`config.mk`:
```
export PLATFORM = sky130hd
export DESIGN_NAME = seg7_scan_driver
export DESIGN_NICKNAME = d
export VERILOG_FILES = /design/src/rtl/seg7_pkg.sv /design/src/rtl/seg7_glyph.sv /design/src/rtl/seg7_scan_driver.sv
export SDC_FILE = /design/constraint.sdc
export NUM_CORES = 1
export LEC_CHECK = 0
export BUFFER_PORTS_ARGS = -buffer_cell sky130_fd_sc_hd__buf_2
export CORE_MARGIN = 10
export CORE_UTILIZATION = 40
export CTS_CLUSTER_DIAMETER = 200
export DETAILED_ROUTE_END_ITERATION = 10
export PLACE_DENSITY_LB_ADDON = 0.08
export SETUP_SLACK_MARGIN = 0.3
export SLEW_MARGIN = 20
export SYNTH_ARGS = -nofsm -noshare
export SYNTH_HDL_FRONTEND = slang
export SYNTH_SLANG_ARGS = --single-unit
export TNS_END_PERCENT = 10
```
`constraint.sdc`:
```
create_clock -name clk -period 3 [get_ports clk]
set_input_delay 0.15 -clock clk [delete_from_list [all_inputs] [get_ports clk]]
set_output_delay 0.15 -clock clk [all_outputs]
set_load 0.01 [all_outputs]
```
`src/rtl/seg7_pkg.sv`:
```
// Shared constants for the seven-segment scan driver: glyph codes, segment and anode patterns.
// Latency: n/a (constants and pure helper functions only).
// Backpressure: n/a.
package seg7_pkg;

    localparam logic [3:0] GLYPH_P     = 4'd10;
    localparam logic [3:0] GLYPH_UP    = 4'd11;
    localparam logic [3:0] GLYPH_DOWN  = 4'd12;
    localparam logic [3:0] GLYPH_DASH  = 4'd13;
    localparam logic [3:0] GLYPH_BLANK = 4'd15;

    // Active-low segments: all ones turns every segment off.
    localparam logic [6:0] SEG_OFF = 7'h7F;

    // Active-low anode selects, one cold bit per slot.
    localparam logic [3:0] DIGIT_SLOT0 = 4'b1110;
    localparam logic [3:0] DIGIT_SLOT1 = 4'b1101;
    localparam logic [3:0] DIGIT_SLOT2 = 4'b1011;
    localparam logic [3:0] DIGIT_SLOT3 = 4'b0111;

    // Four blank glyphs, the power-up content of both code registers.
    localparam logic [15:0] CODES_BLANK = {4{GLYPH_BLANK}};

    function automatic logic [3:0] slot_digit(input logic [1:0] slot);
        logic [3:0] d;
        case (slot)
            2'd0:    d = DIGIT_SLOT0;
            2'd1:    d = DIGIT_SLOT1;
            2'd2:    d = DIGIT_SLOT2;
            default: d = DIGIT_SLOT3;
        endcase
        return d;
    endfunction

    // Slot 0 is the rightmost nibble.
    function automatic logic [3:0] slot_code(input logic [15:0] codes, input logic [1:0] slot);
        return codes[{slot, 2'b00} +: 4];
    endfunction

endpackage

```
`src/rtl/seg7_glyph.sv`:
```
// Glyph decoder: 4-bit display code to active-low {g,f,e,d,c,b,a} segment pattern.
// Latency: purely combinational.
// Backpressure: none.
module seg7_glyph
    import seg7_pkg::*;
(
    input  logic [3:0] code,
    output logic [6:0] seg
);

    // Table lookup; codes 14 and 15 both render as blank.
    always_comb begin
        seg = SEG_OFF;
        case (code)
            4'd0:       seg = 7'b100_0000;
            4'd1:       seg = 7'b111_1001;
            4'd2:       seg = 7'b010_0100;
            4'd3:       seg = 7'b011_0000;
            4'd4:       seg = 7'b001_1001;
            4'd5:       seg = 7'b001_0010;
            4'd6:       seg = 7'b000_0010;
            4'd7:       seg = 7'b111_1000;
            4'd8:       seg = 7'b000_0000;
            4'd9:       seg = 7'b001_0000;
            GLYPH_P:    seg = 7'b000_1100;
            GLYPH_UP:   seg = 7'b101_1100;
            GLYPH_DOWN: seg = 7'b110_0011;
            GLYPH_DASH: seg = 7'b011_1111;
            default:    seg = SEG_OFF;
        endcase
    end

endmodule

```
`src/rtl/seg7_scan_driver.sv`:
```
// Four-digit multiplexed 7-seg driver with frame-synchronous code update, per-digit blink and frame strobe.
// Latency: outputs change only on slot ticks (every SCAN_DIV cycles); a load shows from the next frame wrap.
// Backpressure: none; load is always accepted, the last load before a wrap wins.
module seg7_scan_driver
    import seg7_pkg::*;
#(
    parameter int SCAN_DIV     = 100000,
    parameter int BLINK_FRAMES = 64
) (
    input  logic        clk,
    input  logic        rst,
    input  logic [15:0] code_in,
    input  logic        load,
    input  logic        blink_en,
    input  logic [3:0]  blink_mask,
    output logic [3:0]  DIGIT,
    output logic [6:0]  DISPLAY,
    output logic        frame_done
);

    localparam int DIV_W  = $clog2(SCAN_DIV);
    localparam int BCNT_W = (BLINK_FRAMES > 1) ? $clog2(BLINK_FRAMES) : 1;
    localparam logic [DIV_W-1:0]  DIV_LAST  = DIV_W'(SCAN_DIV - 1);
    localparam logic [BCNT_W-1:0] BCNT_LAST = BCNT_W'(BLINK_FRAMES - 1);

    logic [DIV_W-1:0]  div;
    logic [1:0]        slot;
    logic [1:0]        slot_nxt;
    logic [15:0]       pending;
    logic [15:0]       active;
    logic [15:0]       active_nxt;
    logic [BCNT_W-1:0] bcnt;
    logic              phase;
    logic              tick;
    logic              wrap;
    logic              blank;
    logic [3:0]        code_sel;
    logic [6:0]        seg;

    // Tick/wrap detection and selection of the code for the slot about to be driven.
    // Decoding from active_nxt lets a wrap show the freshly latched frame on slot 0 at once.
    always_comb begin
        tick       = (div == DIV_LAST);
        slot_nxt   = slot + 2'd1;
        wrap       = tick && (slot == 2'd3);
        active_nxt = active;
        if (wrap) begin
            active_nxt = load ? code_in : pending;
        end
        code_sel   = slot_code(active_nxt, slot_nxt);
        blank      = blink_en && phase && blink_mask[slot_nxt];
    end

    seg7_glyph u_glyph (
        .code (code_sel),
        .seg  (seg)
    );

    // Slot timer: divider plus the slot index it advances.
    always_ff @(posedge clk or negedge rst) begin
        if (!rst) begin
            div  <= '0;
            slot <= 2'd0;
        end else if (tick) begin
            div  <= '0;
            slot <= slot_nxt;
        end else begin
            div  <= div + DIV_W'(1);
        end
    end

    // Double-buffered codes: pending collects loads, active swaps only at a frame wrap.
    always_ff @(posedge clk or negedge rst) begin
        if (!rst) begin
            pending <= CODES_BLANK;
            active  <= CODES_BLANK;
        end else begin
            if (load) begin
                pending <= code_in;
            end
            active <= active_nxt;
        end
    end

    // Registered pin drive: anode and segments move together on every tick.
    always_ff @(posedge clk or negedge rst) begin
        if (!rst) begin
            DIGIT      <= DIGIT_SLOT0;
            DISPLAY    <= SEG_OFF;
            frame_done <= 1'b0;
        end else begin
            frame_done <= wrap;
            if (tick) begin
                DIGIT   <= slot_digit(slot_nxt);
                DISPLAY <= blank ? SEG_OFF : seg;
            end
        end
    end

    // Blink timebase: counts frames while enabled, flips phase every BLINK_FRAMES frames.
    always_ff @(posedge clk or negedge rst) begin
        if (!rst) begin
            bcnt  <= '0;
            phase <= 1'b0;
        end else if (!blink_en) begin
            bcnt  <= '0;
            phase <= 1'b0;
        end else if (wrap) begin
            if (bcnt == BCNT_LAST) begin
                bcnt  <= '0;
                phase <= ~phase;
            end else begin
                bcnt  <= bcnt + BCNT_W'(1);
            end
        end
    end

endmodule

```
* Yosys cells after proc, flatten, opt, wreduce, memory -nomap -nowiden
Memory sizes are Yosys's and may differ from the RTL's. Cells that the tools add are included.
Cells by class: $add $sub $neg 3, $mul 0, div/mod/pow operators 0, order comparisons 1, eq/ne operators 7, shifts and indexed selects 1, mux-type cells 13, bitwise gates (word level) 1, reduce and logical (&&, ||, !) cells 5
Operators with widths (count):
- $mux W16 | 2
- $mux W6 | 3
- $add A17 B1 Y17 const B | 1
- $eq A17 B17 Y1 const B | 1
- $mux W17 | 1
- $shiftx A16 B5 Y4 | 1
- $pmux W4 S3 | 1
- $mux W7 | 1
- $add A6 B1 Y6 const B | 1
- $eq A6 B6 Y1 const B | 1
- $eq A2 B2 Y1 const B | 2
- $mux W1 | 4
- $ne A2 B1 Y1 const B | 2
- $logic_and A1 B1 Y1 | 3
- $lt A2 B3 Y1 const B | 1
- $add A2 B1 Y2 const B | 1
- $bmux W1 S2 | 1
- $eq A2 B1 Y1 const B | 1
- $logic_not A2 Y1 | 1
- $reduce_and A2 Y1 | 1
- $not A1 Y1 | 1
Storage, ports and cells: register bits after elaboration 70, latch bits 0, memory bits (writable) 0, memory bits (read-only) 112, bits of input ports 24, output and inout port bits 12, word-level logic and storage cells 41, memories 1
Memory list:
- (no name shown) | depth 16, bits a word 7, read ports 1, clocked after memory_dff 0, wr ports 0, RTL line seg7_glyph.sv:14 | case (code)

* Depth between registers and ports, before layout
An unclocked memory read counts as a cell.
depth in word-level cells 6, depth in mapped cells 12, gate-level depth less buffers 11

* By module
Synthesis repeated with hierarchy kept, for this count alone.
Unflattened totals: cells, all modules 256, area total of the unflattened synthesis 3382.0 µm²
By module, submodules not included:
- seg7_scan_driver | instances 1, cells each 228, area each 3146.8 µm², seq. area each 1804.2 µm²
- seg7_glyph | instances 1, cells each 28, area each 235.2 µm², seq. area each 0.0 µm²

* Worst setup path before layout
No wires, ideal clock.
path type register to register, start register div[6], end register DISPLAY[3], data arrival time 3.005 ns, required time 2.923 ns, slack -0.082 ns, stages on the path, launching flop included 12, cell sequence dfrtp_1 or4b_4 nor4_4 nand2_2 buf_6 mux2_4 mux4_2 inv_1 ha_1 mux2i_1 o32ai_1 a31oi_1
On the way: word-level cells in the longest chain between the ends 6
Ends and longest elaborated chain:
- from (decl) | RTL line seg7_scan_driver.sv:26 | logic [DIV_W-1:0] div;
- from (signal assigned) | RTL line seg7_scan_driver.sv:68 | div <= div + DIV_W'(1);
- $eq A17 B17 Y1 | RTL line seg7_scan_driver.sv:43 | tick = (div == DIV_LAST);
- $logic_and A1 B1 Y1 | RTL line seg7_scan_driver.sv:45 | wrap = tick && (slot == 2'd3);
- $mux W16 | RTL line seg7_scan_driver.sv:47 | if (wrap) begin
- net active_nxt[5] | RTL line seg7_scan_driver.sv:31 | logic [15:0] active_nxt;
- $shiftx A16 B5 Y4 | RTL line seg7_pkg.sv:37 | return codes[{slot, 2'b00} +: 4];
- $mem_v2 Z16 W7
- $mux W7 | RTL line seg7_scan_driver.sv:95 | DISPLAY <= blank ? SEG_OFF : seg;
- to (signal assigned) | RTL line seg7_scan_driver.sv:95
- to (decl) | RTL line seg7_scan_driver.sv:17 | output logic [6:0] DISPLAY,
The timed path passes the listed nets, and every way through them passes these cells. A chain may end at the register's enable or synchronous reset.

* Final worst setup path
start register div[11], end register DISPLAY[3]
The elaborated chain is that of the path after synthesis.

==> flow_summary.ini <==
[run_status]
outcome = completed

[route]
num_vias = 2278
met2_length_um = 3270
via_per_inst = 5.05
met1Wirelength_um = 3420
dr.first_iter.drc_count = 54
routed-wl-met3_um = 267
drcViolationCount = 0
dr.max_layer_used = met4
drtAntennaViolNets = 0
dr.pass1.iters = 4
wirelength_um = 7080
wl_per_cell_um = 15.7

[power]
p_seq_share_pct = 54.9
combinationalPowerShare_pct = 7.8
power.density_nw_per_um2 = 440
swShare_pct = 24.3
power_leakage_nw = 1.86
ir_drop_mv = 0.230
power_mw = 1.84
p_switching_mw = 0.448
p_int_mw = 1.39
pwr-share-clk_pct = 37.3

[global_routing]
grt_usage_pct = 11.7
antenna_found_initial = 0
grt_overflow = 0
grt_max_degree = 71
grt_pass1_vias = 2343
grt_pass1_wl_um = 12000

[worst_setup_path]
worst-path-max-fanout = 6
crit_required_ps = 3270
critPathCaptureType = flop
path_class = flop to flop
worstPathArrival_ps = 3260
critPathLaunchType = flop
rr_startpoint = div[11]
r2r_slack_ps = 20
reg2reg_depth = 11
r2r_end = DISPLAY[3]

[clock_network]
worstSkewPairLatency_ps = 340
cts.sinks = 70
cts_root_buffer = clkbuf_8
cts_inserted_buffers = 9
cts.clk_slew.worst_paths_ps = 80
cts_buffer_depth = 2
tritoncts = built
h-tree-depth = 3

[placed_design]
post-dp-hpwl_um = 4910
globalplace.congestion = 0.816
dp_slack_ps = -107
place_inst = 423
place.port_buffers = 35
postPlaceCellArea_um2 = 3840

[sta]
setup_tns_ps = 0
relSlewSlack_pct = 72.1
layout_min_cycle_time_ps = 2980
finalClockSkew_ps = 8.51
worst_pin_slew_ps = 419
rsz0062_at_grt = yes
max_freq_mhz = 335
slew_viol_final = 0
hold_viol = 0
post-route-period-util_pct = 99.5
whs_ps = 52.2
setup_viol = 0
setup_slack_ps = 15.0

[layout]
final_cell_mix = dfstp_2 (42), buf_2 (35), buf_4 (30)
fin_nets = 376
layout_commonest_cell = dfstp_2
finalNonFillerCells = 451
final_area_um2 = 4190
drive_above_1_share_pct = 50.9
syn2layout_area_growth_pct = 23.4
diodes = 0
utilization_pct = 51.0

[min_path]
holdCritPathClass = input pin to flop
holdPathStages = 2
min_from = code_in[11]
holdPathEnd = pending[11]

[floorplanning]
fp.coreArea_um2 = 8220
dieArea_um2 = 12600
num_rows = 33
die_h_um = 112
io_pins = 36
die_w_um = 112
start_util_pct = 41.3

[synthesis]
synthFlopType = dfstp_2
netlist_instances = 267
ys_ff_latch = 70
yosys_warnings = 0
syn_area_um2 = 3390
async_flop_share_pct = 100
synth-seq-area-share_pct = 53.2
synth_nets = 302
avgSynthCellArea_um2 = 12.7
netlist-cell-type-count = 44
synth_edf_count = 0

[run]
cap_violations = 0
==> worst max-delay path, cell delays in order, from the launching register on <==
cell     delay, ps
dfrtp_1        380
or4b_4         550
nor4_4         150
buf_6          170
nand2_8         80
mux2_4         320
mux4_2         520
inv_2          120
ha_4           210
mux2i_1        160
o32ai_1        100
a31oi_1        150
==> synthesized netlist by cell type (2+ instances only) <==
master | number | area share (%)
nand2_1 | 14 | 1.5
nor2_1 | 20 | 2.2
o21ai_0 | 3 | 0.44
nor2b_1 | 2 | 0.37
mux2_2 | 17 | 5.6
mux2_1 | 8 | 2.7
xor2_1 | 9 | 2.3
or4_1 | 2 | 0.44
mux4_2 | 7 | 4.6
a21oi_1 | 10 | 1.5
o32ai_1 | 2 | 0.52
mux2i_1 | 5 | 1.5
nand4_1 | 5 | 0.92
and2_1 | 5 | 0.92
xnor2_1 | 10 | 2.6
or3_1 | 3 | 0.55
inv_1 | 6 | 0.66
buf_6 | 2 | 0.66
ha_1 | 11 | 4.1
dfstp_2 | 42 | 33
nand4bb_1 | 2 | 0.66
nand3_1 | 11 | 1.6
o21ai_1 | 9 | 1.3
mux2_4 | 8 | 3.5
and3_1 | 2 | 0.37
a21boi_1 | 2 | 0.44
nand2b_1 | 2 | 0.37
dfrtp_1 | 28 | 21
clkbuf_1 | 5 | 0.55
==> how the worst max path moves through the flow <==
stage	start	end	slack (ps)
6_report	div[11]	DISPLAY[3]	20
5_1_grt	div[11]	DISPLAY[3]	-100
4_1_cts	div[11]	DISPLAY[3]	-20
3_5_place_dp	div[6]	DISPLAY[6]	-110
3_3_place_gp	div[6]	DISPLAY[6]	-20
2_1_floorplan	div[6]	DISPLAY[3]	-60
==> layer usage <==
layer	global-route usage, %	vias to the layer above
met3	3.14	11
li1	-	1105
met5	0	-
met1	15.1	1126
met4	5.08	0
met2	18.1	36
==> repair_timing <==
item / CTS / global route
gates cloned: 1 / 0
setup endpoints to repair: 7 / 7
gates resized for setup: 5 / 11
endpoints found under the hold margin: 28 / 0
pin swaps: 4 / 4
hold buffers: 1 / 0
setup buffers: 8 / 2
==> power by group through the flow <==
stage                     Combinational [mW]  Sequential, mW  Clock, mW
after floorplan                       0.0785            1.03          0
after global placement                 0.133            1.03          0
after detailed placement               0.134            1.03          0
after CTS                              0.142            1.01      0.710
after global routing                   0.162            1.02      0.754
final                                  0.145            1.01      0.686
==> state kept, by name, summed over array words and instances (netlist names) <==
register,cells
DIGIT,4
DISPLAY,7
active,16
bcnt,6
div,17
frame_done,1
pending,16
phase,1
slot,2
==> cells by family (layout without fill, tap and decap cells) <==
| family | after synthesis | in the layout | share of synthesized area [%] |
|---|---|---|---|
| AO/OA/AOI/OAI | 31 | 31 | 5.35 |
| XOR/XNOR | 19 | 19 | 4.90 |
| adder cells (fa/ha/maj) | 11 | 11 | 4.06 |
| buffers and inverters | 15 | 93 | 2.10 |
| flip-flops | 70 | 70 | 53.2 |
| multiplexers | 45 | 45 | 18.0 |
| AND/OR/NAND/NOR | 76 | 77 | 12.5 |
==> final cells by class <==
class | count | area [µm²]
multi-input cells | 183 | 1600
clock buffers | 10 | 138
flip-flops and latches | 70 | 1800
repair buffers | 69 | 453
clock inverters | 6 | 35.0
well taps | 105 | 131
fillers | 767 | 4030
inverters | 8 | 30.0
No activity file was read; power rests on OpenSTA's default activity.
